### config.mk
export PLATFORM = sky130hd
export DESIGN_NAME = ballot_collector
export DESIGN_NICKNAME = d
export VERILOG_FILES = /design/src/rtl/ballot_collector.sv
export SDC_FILE = /design/constraint.sdc
export NUM_CORES = 1
export LEC_CHECK = 0
export CORE_AREA = 2 2 54 46
export CTS_CLUSTER_SIZE = 24
export DETAILED_ROUTE_END_ITERATION = 8
export DIE_AREA = 0 0 56 48
export HOLD_SLACK_MARGIN = 0.02
export PLACE_DENSITY = 0.78
export SYNTH_ARGS = -nofsm -noshare
export SYNTH_HDL_FRONTEND = slang
export SYNTH_SLANG_ARGS = --single-unit
export TNS_END_PERCENT = 50
### constraint.sdc
create_clock -name clk -period 1.3 [get_ports clk]
set_input_delay 0.39 -clock clk [delete_from_list [all_inputs] [get_ports clk]]
set_output_delay 0.39 -clock clk [all_outputs]
set_load 0.005 [all_outputs]
### src/rtl/ballot_collector.sv
// Voting-round collector: opens a round, latches one yes/no per voter, closes on all-cast or timeout.
// Optional feature macro BALLOT_CHANGE_EN: cast voters may change their vote; round always runs to timeout.
module ballot_collector #(
   parameter int N_VOTERS    = 4,
   parameter int TIMEOUT_CYC = 16,
   parameter int CNT_W       = 5
) (
   input  logic                clk,
   input  logic                rst_n,
   input  logic                start_i,
   input  logic [N_VOTERS-1:0] yes_i,
   input  logic [N_VOTERS-1:0] no_i,
   input  logic                ack_i,
   output logic [N_VOTERS-1:0] ballot_o,
   output logic [N_VOTERS-1:0] cast_o,
   output logic                valid_o,
   output logic                busy_o,
   output logic                timeout_o
);

   typedef enum logic [1:0] {
      S_IDLE   = 2'd0,
      S_OPEN   = 2'd1,
      S_CLOSED = 2'd2
   } state_t;

   state_t              state, state_nxt;
   logic [N_VOTERS-1:0] ballot_q, cast_q;
   logic [N_VOTERS-1:0] acc_yes, acc_no, cast_nxt, ballot_nxt;
   logic [CNT_W-1:0]    cnt_q;
   logic                timeout_q;
   logic                timeout_hit, all_cast, close_now;

   // A press counts only when exactly one of yes/no is asserted for that voter.
   always_comb begin
`ifdef BALLOT_CHANGE_EN
      acc_yes = yes_i & ~no_i;
      acc_no  = no_i & ~yes_i;
`else
      acc_yes = yes_i & ~no_i & ~cast_q;
      acc_no  = no_i & ~yes_i & ~cast_q;
`endif
      cast_nxt    = cast_q | acc_yes | acc_no;
      ballot_nxt  = (ballot_q | acc_yes) & ~acc_no;
      all_cast    = &cast_nxt;
      timeout_hit = (cnt_q == CNT_W'(TIMEOUT_CYC - 1));
`ifdef BALLOT_CHANGE_EN
      close_now   = timeout_hit;
`else
      close_now   = timeout_hit | all_cast;
`endif
   end

   always_ff @(posedge clk or negedge rst_n) begin
      if (!rst_n) state <= S_IDLE;
      else        state <= state_nxt;
   end

   always_comb begin
      state_nxt = state;
      case (state)
         S_IDLE:   if (start_i)   state_nxt = S_OPEN;
         S_OPEN:   if (close_now) state_nxt = S_CLOSED;
         S_CLOSED: if (ack_i)     state_nxt = S_IDLE;
         default:                 state_nxt = S_IDLE;
      endcase
   end

   always_comb begin
      valid_o = (state == S_CLOSED);
      busy_o  = (state == S_OPEN);
   end

   // Round data: cleared on start, updated only while OPEN, held otherwise.
   always_ff @(posedge clk or negedge rst_n) begin
      if (!rst_n) begin
         ballot_q  <= '0;
         cast_q    <= '0;
         cnt_q     <= '0;
         timeout_q <= 1'b0;
      end else begin
         case (state)
            S_IDLE: begin
               if (start_i) begin
                  ballot_q  <= '0;
                  cast_q    <= '0;
                  cnt_q     <= '0;
                  timeout_q <= 1'b0;
               end
            end
            S_OPEN: begin
               ballot_q <= ballot_nxt;
               cast_q   <= cast_nxt;
               cnt_q    <= cnt_q + 1'b1;
               if (timeout_hit && !all_cast) timeout_q <= 1'b1;
            end
            default: ;
         endcase
      end
   end

   assign ballot_o  = ballot_q;
   assign cast_o    = cast_q;
   assign timeout_o = timeout_q;

endmodule

==> metrics.txt <==
Crit path arrival time ~1.1 ns; routability congestion estimate roughly 0.80; Unique masters post-synth 21; failing checks negative setup slack; Crit. End Element primary output; gr usage total between 10% and 20%; number of synthesized register bits 16; Clk pwr share 9.7%; layout cells sized above 1 43.80%; row count 15; CP peak stage delay between 0.4 and 0.5 ns; CTS tree yes; crit path max-delay cell type dfrtp_1; PwrDens between 2000 and 2500 mW/mm^2; via count approximately 840; setup ws final -0.1734 ns; Max Cap Viol 0; vias in the first global route just over 800; initial antenna violation count 0; Power Internal 1.693 mW; I/O pins 23; CTS clk-pin slew, worst paths about 0.10 ns; initial cell density of the core 40.06%; initial DRC count 26; number of buffers inserted by port buffering 22; share of the core filled with cells approximately two thirds; RSZ-0062 raised after global routing true; Final Slew Violations 0; transition time of the tightest slew-check pin approximately 0.26 ns; GRT overflow 0; diode count 0; core area 0.002102 mm^2; part of the power in combinational logic roughly three fifths; CTS Sinks 16; drt via density 5.179; final setup skew 0.006764 ns; largest net degree at the start of global routing 17; drt total wl 2.371 mm; CP Buf/Inv Count 2; Worst EP required a little over 0.9 ns; Routed Antenna Nets 0; post-layout min period roughly 1.5 ns; WHS 0.4017 ns; most frequent cells in the layout buf_4 (23), dfrtp_1 (16), a21oi_1 (10); critical-path cell list buf_6 > nor2_4 > buf_2; first-pass GRT wire length approximately 3.6 mm; P&R area growth vs syn 63.00%; Hold Crit Class in -> async; Die Area 0.002688 mm^2; CP Max Fanout 2; most common cell after layout, fill and taps aside buf_4; Hold Buf Count CTS 0; sequential share of power between 20 and 30%; switching share of power roughly two fifths; Routed WL per cell 14.64 um; clk buf depth 2; cts bufs inserted 3; yosys warns 0; Post-Syn Area between 800 and 900 um^2; switching power 1.094 mW; die width 56 um; H-tree depth 1; Worst setup SP type register; Clock Root Buffer clkbuf_4; status finished, violations left; final instance area ~0.0014 mm^2; Initial DRT Pass Iterations 4; DRC 0; cell count after synthesis 88; CP top delay family flip-flops; clock latency on the worst-skew pair about 0.3 ns; setup slack, reg-to-reg -0.04 ns; overall power roughly 2.8 mW; Period Utilization, post-route 113.3%; Die Y approximately 48 um; Post-DP Area about 0.0012 mm^2; critical path class reg -> out; detailed placement HPWL ~1.6 mm; Max Fclk roughly 0.68 GHz; # setup viols final 3; Hold Vio Cnt, Final 0; peak supply drop 1.449 mV; register area share after synthesis between 40% and 50%; LEAKAGE approximately 0.7 nW; syn nets around 100; Final #Nets between 150 and 200; Mean Syn Cell Area ~9.6 um^2; Slew HR just over 80%
power by group through the flow:
stage                     clock network (mW)  logic [mW]  registers [mW]
after floorplan                            0       0.660           0.897
after global placement                     0        1.49           0.821
after detailed placement                   0        1.54           0.824
after CTS                              0.275        1.66           0.822
after global routing                   0.296        1.84           0.858
final                                  0.271        1.69           0.831
registers in the layout (all words and copies together) (netlist names):
name       cells
cnt_q          5
ballot_o       4
cast_o         4
state          2
timeout_o      1
Yosys cell counts (all sizes together):
library cell,number,area share (%)
o21ai,17,12
xor2,5,5.2
buf,1,1.3
nand2,5,2.2
inv,8,3.6
dfrtp,16,48
nand3,1,0.59
and3,1,0.74
o2bb2ai,1,1.8
clkinv,1,1.0
a22o,3,3.1
ha,2,3.0
a21oi,10,5.9
o22ai,2,1.5
a21o,4,4.2
nor2,9,4.0
nand2b,2,2.4
layer usage:
layer | wire [um] | track usage [%] | up-vias
li1 | - | - | 408
met1 | 940 | 19.33 | 404
met2 | 1269 | 35.76 | 21
met3 | 106 | 6.216 | 6
met4 | 55 | 5.714 | 0
met5 | 0 | 0 | -
layout make-up:
cell class                 instances  area [um^2]
clock buffer                       3        22.52
fill                             163        729.5
inverter                           9        41.29
multi-input combinational         62        485.5
sequential                        16        400.4
tap                               25        31.28
timing repair buffer              47        391.6
worst paths after layout:
check	start	end	depth (start not counted)
max	state[0]$_DFFE_PN0P_	valid_o	3
min	rst_n	timeout_o$_DFFE_PN0P_	2
max reg2reg	cnt_q[1]$_DFFE_PN0P_	state[1]$_DFFE_PN0P_	6
min reg2reg	cnt_q[4]$_DFFE_PN0P_	cnt_q[4]$_DFFE_PN0P_	2
max in group asynchronous	rst_n	ballot_o[3]$_DFFE_PN0P_	2
min in group clk	cnt_q[4]$_DFFE_PN0P_	cnt_q[4]$_DFFE_PN0P_	2
timing repair:
| action | 4_1_cts | 5_1_grt |
|---|---|---|
| setup buffers | 4 | 3 |
| pin swaps | 6 | 9 |
| resized for setup | 37 | 26 |
| setup endpoints to repair | 14 | 23 |
metrics by stage:
step                      setup TNS (ns)  instances  setup WS (ns)
after floorplan                        0         88       0.003810
after global placement            -3.171        154        -0.3683
after detailed placement          -3.669        154        -0.3827
after CTS                        -0.4888        161        -0.1442
after global routing             -0.6078        162        -0.2267
final                            -0.3203        162        -0.1734
cells by family after synthesis:
kind of cell             after synthesis  synth area share (%)
AO/OA/AOI/OAI                         37                 28.38
AND/OR/NAND/NOR                       18                 9.955
flip-flops                            16                 47.55
buffers and inverters                 10                 5.944
XOR/XNOR                               5                 5.200
adder cells (fa/ha/maj)                2                 2.971
(Power assumes the default switching activity.)
